[src/rtl/inst_fetch_unit_pkg.sv]
// Shared definitions for the instruction fetch unit: instruction width,
// PC increment and fetch FSM state encodings.
`ifndef INST_WIDTH
`define INST_WIDTH 32
`endif
`ifndef PC_INCR
`define PC_INCR 4
`endif
`ifndef FETCH_IDLE
`define FETCH_IDLE 1'b0
`endif
`ifndef FETCH_RUN
`define FETCH_RUN 1'b1
`endif

package inst_fetch_unit_pkg;

    localparam int INST_W  = `INST_WIDTH;
    localparam int PC_INCR = `PC_INCR;

    typedef enum logic {
        ST_IDLE = `FETCH_IDLE,
        ST_RUN  = `FETCH_RUN
    } fetch_state_e;

endpackage

[src/rtl/inst_fetch_unit_if.sv]
// Instruction-memory read port plus the decode-side valid/ready stream.
interface inst_fetch_unit_if #(
    parameter int ADDR_WIDTH = 10
);
    import inst_fetch_unit_pkg::*;

    logic [ADDR_WIDTH-1:0] imem_addr;
    logic [INST_W-1:0]     imem_inst;
    logic                  out_valid;
    logic                  out_ready;
    logic [INST_W-1:0]     out_inst;
    logic [ADDR_WIDTH-1:0] out_pc;

    // Fetch unit side
    modport master (
        output imem_addr,
        input  imem_inst,
        output out_valid,
        input  out_ready,
        output out_inst,
        output out_pc
    );

    // Memory / decode side
    modport slave (
        input  imem_addr,
        output imem_inst,
        input  out_valid,
        output out_ready,
        input  out_inst,
        input  out_pc
    );

endinterface

[src/rtl/inst_fetch_unit_fetch_fifo.sv]
// Small synchronous FIFO with flush. The head entry is read straight out of
// the storage registers, so the head outputs are registered.
module fetch_fifo #(
    parameter int WIDTH = 42,
    parameter int DEPTH = 2
) (
    input  logic             clk,
    input  logic             rst,
    input  logic             push,
    input  logic             pop,
    input  logic             flush,
    input  logic [WIDTH-1:0] din,
    output logic [WIDTH-1:0] dout,
    output logic             full,
    output logic             empty
);
    localparam int PW = (DEPTH > 1) ? $clog2(DEPTH) : 1;
    localparam int CW = $clog2(DEPTH) + 1;

    logic [WIDTH-1:0] mem [DEPTH];
    logic [PW-1:0]    wr_ptr;
    logic [PW-1:0]    rd_ptr;
    logic [CW-1:0]    count;
    logic             do_push;
    logic             do_pop;

    assign full    = (count == CW'(DEPTH));
    assign empty   = (count == '0);
    assign do_pop  = pop & ~empty;
    // A push into a full FIFO is only accepted alongside a pop.
    assign do_push = push & (~full | do_pop);
    assign dout    = mem[rd_ptr];

    // Storage, pointers and occupancy; flush empties without touching data.
    always_ff @(posedge clk) begin
        if (rst) begin
            for (int i = 0; i < DEPTH; i++) begin
                mem[i] <= '0;
            end
            wr_ptr <= '0;
            rd_ptr <= '0;
            count  <= '0;
        end else if (flush) begin
            wr_ptr <= '0;
            rd_ptr <= '0;
            count  <= '0;
        end else begin
            if (do_push) begin
                mem[wr_ptr] <= din;
                wr_ptr      <= wr_ptr + PW'(1);
            end
            if (do_pop) begin
                rd_ptr <= rd_ptr + PW'(1);
            end
            case ({do_push, do_pop})
                2'b10:   count <= count + CW'(1);
                2'b01:   count <= count - CW'(1);
                default: count <= count;
            endcase
        end
    end

endmodule

[src/rtl/inst_fetch_unit.sv]
// Instruction fetch unit: owns the fetch PC, reads instruction memory and
// buffers {pc, inst} pairs for decode. Redirects load a new word-aligned PC
// and flush anything already buffered.
//
// state | meaning
// IDLE  | no fetches issued; buffered entries still drain to decode
// RUN   | one fetch per cycle whenever the buffer can take it
module inst_fetch_unit
    import inst_fetch_unit_pkg::*;
#(
    parameter int                    ADDR_WIDTH = 10,
    parameter logic [ADDR_WIDTH-1:0] RESET_PC   = '0,
    parameter int                    FIFO_DEPTH = 2
) (
    input  logic                  clk,
    input  logic                  rst,
    input  logic                  fetch_en,
    input  logic                  redirect_valid,
    input  logic [ADDR_WIDTH-1:0] redirect_pc,
    inst_fetch_unit_if.master     bus
);
    fetch_state_e          state;
    logic [ADDR_WIDTH-1:0] fetch_pc;
    logic                  push;
    logic                  pop;
    logic                  full;
    logic                  empty;
    logic [ADDR_WIDTH+INST_W-1:0] head;

    assign bus.imem_addr = fetch_pc;
    assign bus.out_valid = ~empty;
    assign bus.out_pc    = head[ADDR_WIDTH+INST_W-1:INST_W];
    assign bus.out_inst  = head[INST_W-1:0];

    assign pop  = bus.out_valid & bus.out_ready;
    assign push = (state == ST_RUN) & fetch_en & ~redirect_valid & (~full | pop);

    // Fetch FSM and PC; redirect takes priority over sequential fetch.
    always_ff @(posedge clk) begin
        if (rst) begin
            state    <= ST_IDLE;
            fetch_pc <= RESET_PC;
        end else begin
            state <= fetch_en ? ST_RUN : ST_IDLE;
            if (redirect_valid) begin
                fetch_pc <= {redirect_pc[ADDR_WIDTH-1:2], 2'b00};
            end else if (push) begin
                fetch_pc <= fetch_pc + ADDR_WIDTH'(PC_INCR);
            end
        end
    end

    fetch_fifo #(
        .WIDTH (ADDR_WIDTH + INST_W),
        .DEPTH (FIFO_DEPTH)
    ) u_fifo (
        .clk   (clk),
        .rst   (rst),
        .push  (push),
        .pop   (pop),
        .flush (redirect_valid),
        .din   ({fetch_pc, bus.imem_inst}),
        .dout  (head),
        .full  (full),
        .empty (empty)
    );

endmodule

[src/flat_wrapper.sv]
// flat-port wrapper written by rule: the top's interface ports become plain ports
module inst_fetch_unit_flat import inst_fetch_unit_pkg::*;
#(
    parameter int                    ADDR_WIDTH = 10,
    parameter logic [ADDR_WIDTH-1:0] RESET_PC   = '0,
    parameter int                    FIFO_DEPTH = 2
)
  (clk, rst, fetch_en, redirect_valid, redirect_pc, bus_imem_addr, bus_imem_inst, bus_out_valid, bus_out_ready, bus_out_inst, bus_out_pc);
  inst_fetch_unit_if #(.ADDR_WIDTH(ADDR_WIDTH)) bus_i ();
  input  logic clk;
  input  logic rst;
  input  logic fetch_en;
  input  logic redirect_valid;
  input  logic [ADDR_WIDTH-1:0] redirect_pc;
  output wire logic [$bits(bus_i.imem_addr)-1:0] bus_imem_addr;
  input wire logic [$bits(bus_i.imem_inst)-1:0] bus_imem_inst;
  output wire logic [$bits(bus_i.out_valid)-1:0] bus_out_valid;
  input wire logic [$bits(bus_i.out_ready)-1:0] bus_out_ready;
  output wire logic [$bits(bus_i.out_inst)-1:0] bus_out_inst;
  output wire logic [$bits(bus_i.out_pc)-1:0] bus_out_pc;
  assign bus_imem_addr = bus_i.imem_addr;
  assign bus_i.imem_inst = bus_imem_inst;
  assign bus_out_valid = bus_i.out_valid;
  assign bus_i.out_ready = bus_out_ready;
  assign bus_out_inst = bus_i.out_inst;
  assign bus_out_pc = bus_i.out_pc;
  inst_fetch_unit #(.ADDR_WIDTH(ADDR_WIDTH), .RESET_PC(RESET_PC), .FIFO_DEPTH(FIFO_DEPTH)) u_core (.clk(clk), .rst(rst), .fetch_en(fetch_en), .redirect_valid(redirect_valid), .redirect_pc(redirect_pc), .bus(bus_i));
endmodule
[config.mk]
export PLATFORM = sky130hd
export DESIGN_NAME = inst_fetch_unit_flat
export DESIGN_NICKNAME = d
export VERILOG_FILES = /design/src/rtl/inst_fetch_unit_pkg.sv /design/src/rtl/inst_fetch_unit_if.sv /design/src/rtl/inst_fetch_unit_fetch_fifo.sv /design/src/rtl/inst_fetch_unit.sv /design/src/flat_wrapper.sv
export SDC_FILE = /design/constraint.sdc
export NUM_CORES = 1
export LEC_CHECK = 0
export BUFFER_PORTS_ARGS = -buffer_cell sky130_fd_sc_hd__buf_4
export CAP_MARGIN = 25
export CORE_MARGIN = 5
export CORE_UTILIZATION = 30
export CTS_BUF_LIST = sky130_fd_sc_hd__clkbuf_4 sky130_fd_sc_hd__clkbuf_8
export CTS_CLUSTER_SIZE = 28
export DETAILED_ROUTE_END_ITERATION = 7
export GPL_TIMING_DRIVEN = 1
export SLEW_MARGIN = 20
export SYNTH_ARGS = -nofsm -noshare
export SYNTH_HDL_FRONTEND = slang
export SYNTH_SLANG_ARGS = --single-unit
export TNS_END_PERCENT = 100
[constraint.sdc]
create_clock -name clk -period 8.5 [get_ports clk]
set_input_delay 0.85 -clock clk [delete_from_list [all_inputs] [get_ports clk]]
set_output_delay 0.85 -clock clk [all_outputs]
set_load 0.03 [all_outputs]
==> impl_metrics.ini, run 1 <==
[run_status]
status = finished, final reports clean

[route]
drt_iter0_drc = 168
wl_um = 8850
routed_via_density = 4.49
ant_nets = 0
vias = 2591
wl_per_cell_um = 15.3
drt_pass1_iterations = 4
drc = 0

[cts]
ctsResizeCount = 0
insertion_delay_ps = 370
cts_num_sinks = 94
cts_setup_buffers = 0
cts_buffers = 9
cts.htree.levels = 3
tritoncts = built
cts_hold_buffers = 0
clk_path_buf_depth = 2
clk_pin_slew_ps = 90
root_buffer = clkbuf_8

[cells_and_area]
final_nets = 441
regArea_um2 = 2680
diodes = 0
syn2layout_area_growth_pct = 26.9
drive_above_1_share_pct = 40.8
stdcell_count = 577
design_area_um2 = 5280
fillers = 1323
multiInputGateArea_um2 = 1400

[synth]
yosysTopAreaCellShare_pct = 57.7
yosysTopAreaCell = edfxtp_1
ys.flop_type = edfxtp_1
synth_area_per_cell_um2 = 13.9
synth_cells = 300
ys_async_sr_fraction_pct = 0
yosysSeqAreaShare_pct = 64.4
ys_ff_latch = 94
synth.cell_area_um2 = 4160
synthTopCellsByArea = edfxtp_1 58%, and2_1 12%, mux2_2 11%
yosys_warnings = 0
synth_edf_count = 80
ys_types = 38

[timing]
drv_slew = 0
max_freq_mhz = 370
finClkSkew_ps = 7.12
slew_headroom_pct = 37.7
period_share_pct = 31.8
worst_pin_slew_ps = 929
rsz0062_at_grt = false
finalCriticalPeriod_ps = 2710
setup_viol = 0
hold_viol = 0
tns_ps = 0

[global_route]
grt.overflow.total = 0
grt_pass1_wl_um = 13600
antenna_found_initial = 0
grt.total_usage_pct = 11.0
grt.met1_usage_pct = 13.1
grt_max_degree = 41
grt_busiest_layer = met2
grt_pass1_vias = 2693
grt_util_met3_pct = 4.13
use_met2_pct = 17.8

[pwr]
p_comb_share_pct = 10.7
peakVddDrop_mv = 0.0532
leakagePower_uw = 0.00207
p_sw_uw = 219
power_density_nw_per_um2 = 172
p_clk_share_pct = 31.6
intPower_uw = 692
p_seq_share_pct = 57.7
p_sw_share_pct = 24.0

[critical_path]
start_kind = primary input
worstPathArrival_ps = 2940
crit_path_end_kind = flop
critPathKind = primary input to flop
cp_data_required_time_ps = 8730
crit_path_max_fanout = 24

[die]
ioPinCount = 100
die_height_um = 128
die_w_um = 128
std_cell_rows = 43
dieArea_um2 = 16300
core_um2 = 13700
start_util_pct = 30.3

[placement]
place.gp.congestion = 0.817
hpwl_um = 5600
placed_area_um2 = 5070
place_inst = 560
portBuffers = 93

[job]
max_cap_viol_count = 0

[worst_hold_path]
hp-class = flop to flop
[cells in the mapped netlist, types with 2 or more instances]
cell and number:
nor2_1 4, and2_1 80, a22oi_1 2, a31oi_1 3, a21oi_1 4, or3_1 2
dfxtp_1 14, mux2_2 40, ha_1 2, buf_4 4, buf_1 3, clkbuf_1 11
nand2_1 9, edfxtp_1 80, nor3_1 6, xnor2_1 4, nand3_1 3, inv_1 3
o311ai_0 6, nor3b_2 2
[layer usage]
| metal | vias to the layer above | part of all wire, % | routed length [um] |
|---|---|---|---|
| met1 | 1257 | 43 | 3800 |
| met4 | 0 | 0.80 | 71 |
| met2 | 75 | 50 | 4390 |
| met5 | - | 0 | 0 |
| li1 | 1251 | - | - |
| met3 | 8 | 6.6 | 585 |
[worst max-delay path, stage by stage]
cell	delay, ps
buf_4	80
nand2_1	170
nor3_4	320
inv_2	200
nor3_2	730
buf_4	400
and2_1	170
[cell usage in the layout (no fill, tap or decap), types with 3 or more instances in the layout]
cell      count
nand3_1       3
clkbuf_8      9
nor2_1        4
o311ai_0      6
inv_1         3
xnor2_1       4
buf_4        96
conb_1        4
nor3_1        5
clkinv_2      3
a21oi_1       4
mux2_2       40
nand2_1       9
a31oi_1       3
edfxtp_1     80
dfxtp_1      13
and2_1       80
[cell families (layout without fill, tap and decap cells)]
group	after synthesis	in the layout	share of synthesized area, %
other	1	4	0.0901
xor gates and xnor gates	5	5	1.05
buffers and inverters	24	118	2.73
and+or+nand+nor	113	113	16.6
adders and majority gates	2	2	0.601
muxes	40	40	10.8
AOI/OAI and AO/OA	21	21	3.70
DFF	94	94	64.4
[layout make-up]
cell class	count	area share, %
Sequential cell	94	50.8
Multi-Input combinational cell	185	26.5
Timing Repair Buffer	98	14.5
Tap cell	180	4.26
Clock buffer	9	2.34
Clock inverter	7	1.23
Inverter	4	0.284
[power by group through the flow]
stage	clock, uW	combinational [uW]	sequential (uW)
floorplan	0	51.3	538
global placement	0	97.2	535
detailed placement	0	98.1	536
CTS	301	98.3	526
global route	319	104	528
finish	288	97.5	525
[flip-flops by register name, indices dropped and copies added, names as in the netlist, named ones only]
| register | cells |
|---|---|
| u_core.state | 1 |
| u_core.u_fifo.rd_ptr | 1 |
| u_core.u_fifo.mem | 80 |
| u_core.bus.imem_addr | 8 |
| u_core.u_fifo.wr_ptr | 1 |
| u_core.u_fifo.count | 2 |
[path summary, 6_finish.rpt]
path	start	endpoint	slack [ps]	cells past startpoint
hold / removal	u_core.u_fifo.rd_ptr	flop	550	2
hold reg to reg	u_core.u_fifo.rd_ptr	flop	550	2
setup reg to reg	u_core.u_fifo.count[0]	u_core.u_fifo.mem[0][25]	5960	6
setup / recovery	fetch_en	u_core.u_fifo.mem[0][25]	5790	7
[stage by stage]
stage               setup slack, ps  total power (uW)  utilization, %  hold slack (ps)
CTS                            5720               926            38.4              549
finish                         5790               911            38.5              552
detailed placement             5380               634            37.0              532
global placement               5370               633            36.8              532
floorplan                      4740               590               -              518
global route                   5620               951            38.5              592
(Power assumes the default switching activity.)
==> run 2: changes to the inputs <==
clock period = 2.5 ns   (was 8.5 ns; I/O delays follow)
==> impl_metrics.ini, run 2 (synthesis gave the netlist of run 1 again) <==
[run_status]
status = finished, final reports clean

[critical_path]
worstPathArrival_ps = 2460
crit_end = u_core.u_fifo.mem[1][1]
cp_data_required_time_ps = 2730
reg2reg_to = u_core.u_fifo.mem[1][1]
startpoint = u_core.state
crit_path_end_kind = flop
crit_path_max_fanout = 22
start_kind = flop
ff2ff_setup_slack_ps = 280
worstReg2RegStart = u_core.state
critPathKind = flop to flop
rr_worst_depth = 7

[timing]
drv_slew = 0
finClkSkew_ps = 10.9
slew_headroom_pct = 48.5
setup_viol = 0
max_freq_mhz = 450
period_share_pct = 89.0
worst_pin_slew_ps = 770
hold_viol = 0
rsz0062_at_grt = false
finalCriticalPeriod_ps = 2220
tns_ps = 0

[route]
wl_um = 8930
vias = 2634
drt_pass1_iterations = 4
routed_via_density = 4.52
ant_nets = 0
drt_iter0_drc = 117
drc = 0
wl_per_cell_um = 15.3

[die]
ioPinCount = 100
dieArea_um2 = 16300
die_height_um = 128
core_um2 = 13700
std_cell_rows = 43
start_util_pct = 30.3
die_w_um = 128

[cells_and_area]
syn2layout_area_growth_pct = 28.5
fillers = 1321
drive_above_1_share_pct = 41.7
fin_util_pct = 39.0
final_nets = 447
stdcell_count = 583
largest_reg_flops = 80
final_cell_mix = 102 x buf_4, 80 x and2_1, 80 x edfxtp_1
diodes = 0
largest_register = u_core.u_fifo.mem
final_common_cell = buf_4

[job]
max_cap_viol_count = 0

[cts]
root_buffer = clkbuf_8
clk_pin_slew_ps = 90
cts_setup_buffers = 0
tritoncts = built
cts_hold_buffers = 0
cts_num_sinks = 94
ctsResizeCount = 0
insertion_delay_ps = 370
cts.htree.levels = 3
cts_buffers = 9
clk_path_buf_depth = 2

[placement]
hpwl_um = 5860
portBuffers = 93
place.gp.congestion = 0.734
place_inst = 567

[global_route]
grt.total_usage_pct = 11.2
grt.overflow.total = 0
grt_max_degree = 26
grt_pass1_wl_um = 13900
grt_pass1_vias = 2661
antenna_found_initial = 0

[worst_hold_path]
hp-class = primary input to flop

[pwr]
leakagePower_uw = 0.00211
power_density_nw_per_um2 = 602
peakVddDrop_mv = 0.197
[run 2: metrics by stage]
| step | power (uW) | worst slack [ps] | hold slack [ps] | instance area [um2] |
|---|---|---|---|---|
| final | 3220 | 276 | 99.1 | 5350 |
| after global routing | 3350 | 107 | 107 | 5350 |
| after CTS | 3260 | 230 | 71.6 | 5350 |
| after detailed placement | 2170 | 238 | 482 | 5140 |
| after global placement | 2160 | 196 | 479 | 5130 |
| after floorplan | 2000 | 45.1 | 378 | 4180 |
[run 2: worst min path at each step]
stage / start / endpoint / slack, ps / cells after the start
2_1_floorplan: fetch_en / u_core.state / 380 / 1
3_3_place_gp: fetch_en / u_core.state / 480 / 2
3_5_place_dp: fetch_en / u_core.state / 480 / 2
4_1_cts: fetch_en / u_core.state / 70 / 2
5_1_grt: fetch_en / u_core.state / 110 / 2
6_report: fetch_en / u_core.state / 100 / 2
[run 2: routing by layer]
| layer | part of all wire [%] | track usage, % | up-vias |
|---|---|---|---|
| met5 | 0 | 0 | - |
| met4 | 2.0 | 5.24 | 0 |
| met3 | 6.0 | 3.21 | 13 |
| met2 | 47 | 17.6 | 73 |
| met1 | 45 | 14.4 | 1281 |
| li1 | - | - | 1267 |
[run 2: area by class of cell]
type / count / area [um2] / area share [%]
Multi-Input combinational cell: 185 / 1410 / 26.3
Clock inverter: 5 / 73.8 / 1.38
Inverter: 4 / 15.0 / 0.281
Clock buffer: 11 / 139 / 2.60
Sequential cell: 94 / 2680 / 50.2
Tap cell: 180 / 225 / 4.21
Timing Repair Buffer: 104 / 806 / 15.1
[run 2: critical path, stage by stage, from the launching register on]
cell	delay [ps]
dfxtp_1	320
nand2_1	180
nor3_4	190
inv_2	80
buf_4	150
nor3b_4	600
buf_4	370
and2_1	170
[run 2: power by group]
group	leakage, uW	internal, uW	switching (uW)
clock network	0.000112	580	516
logic	0.00106	143	194
registers	0.000937	1760	27.2
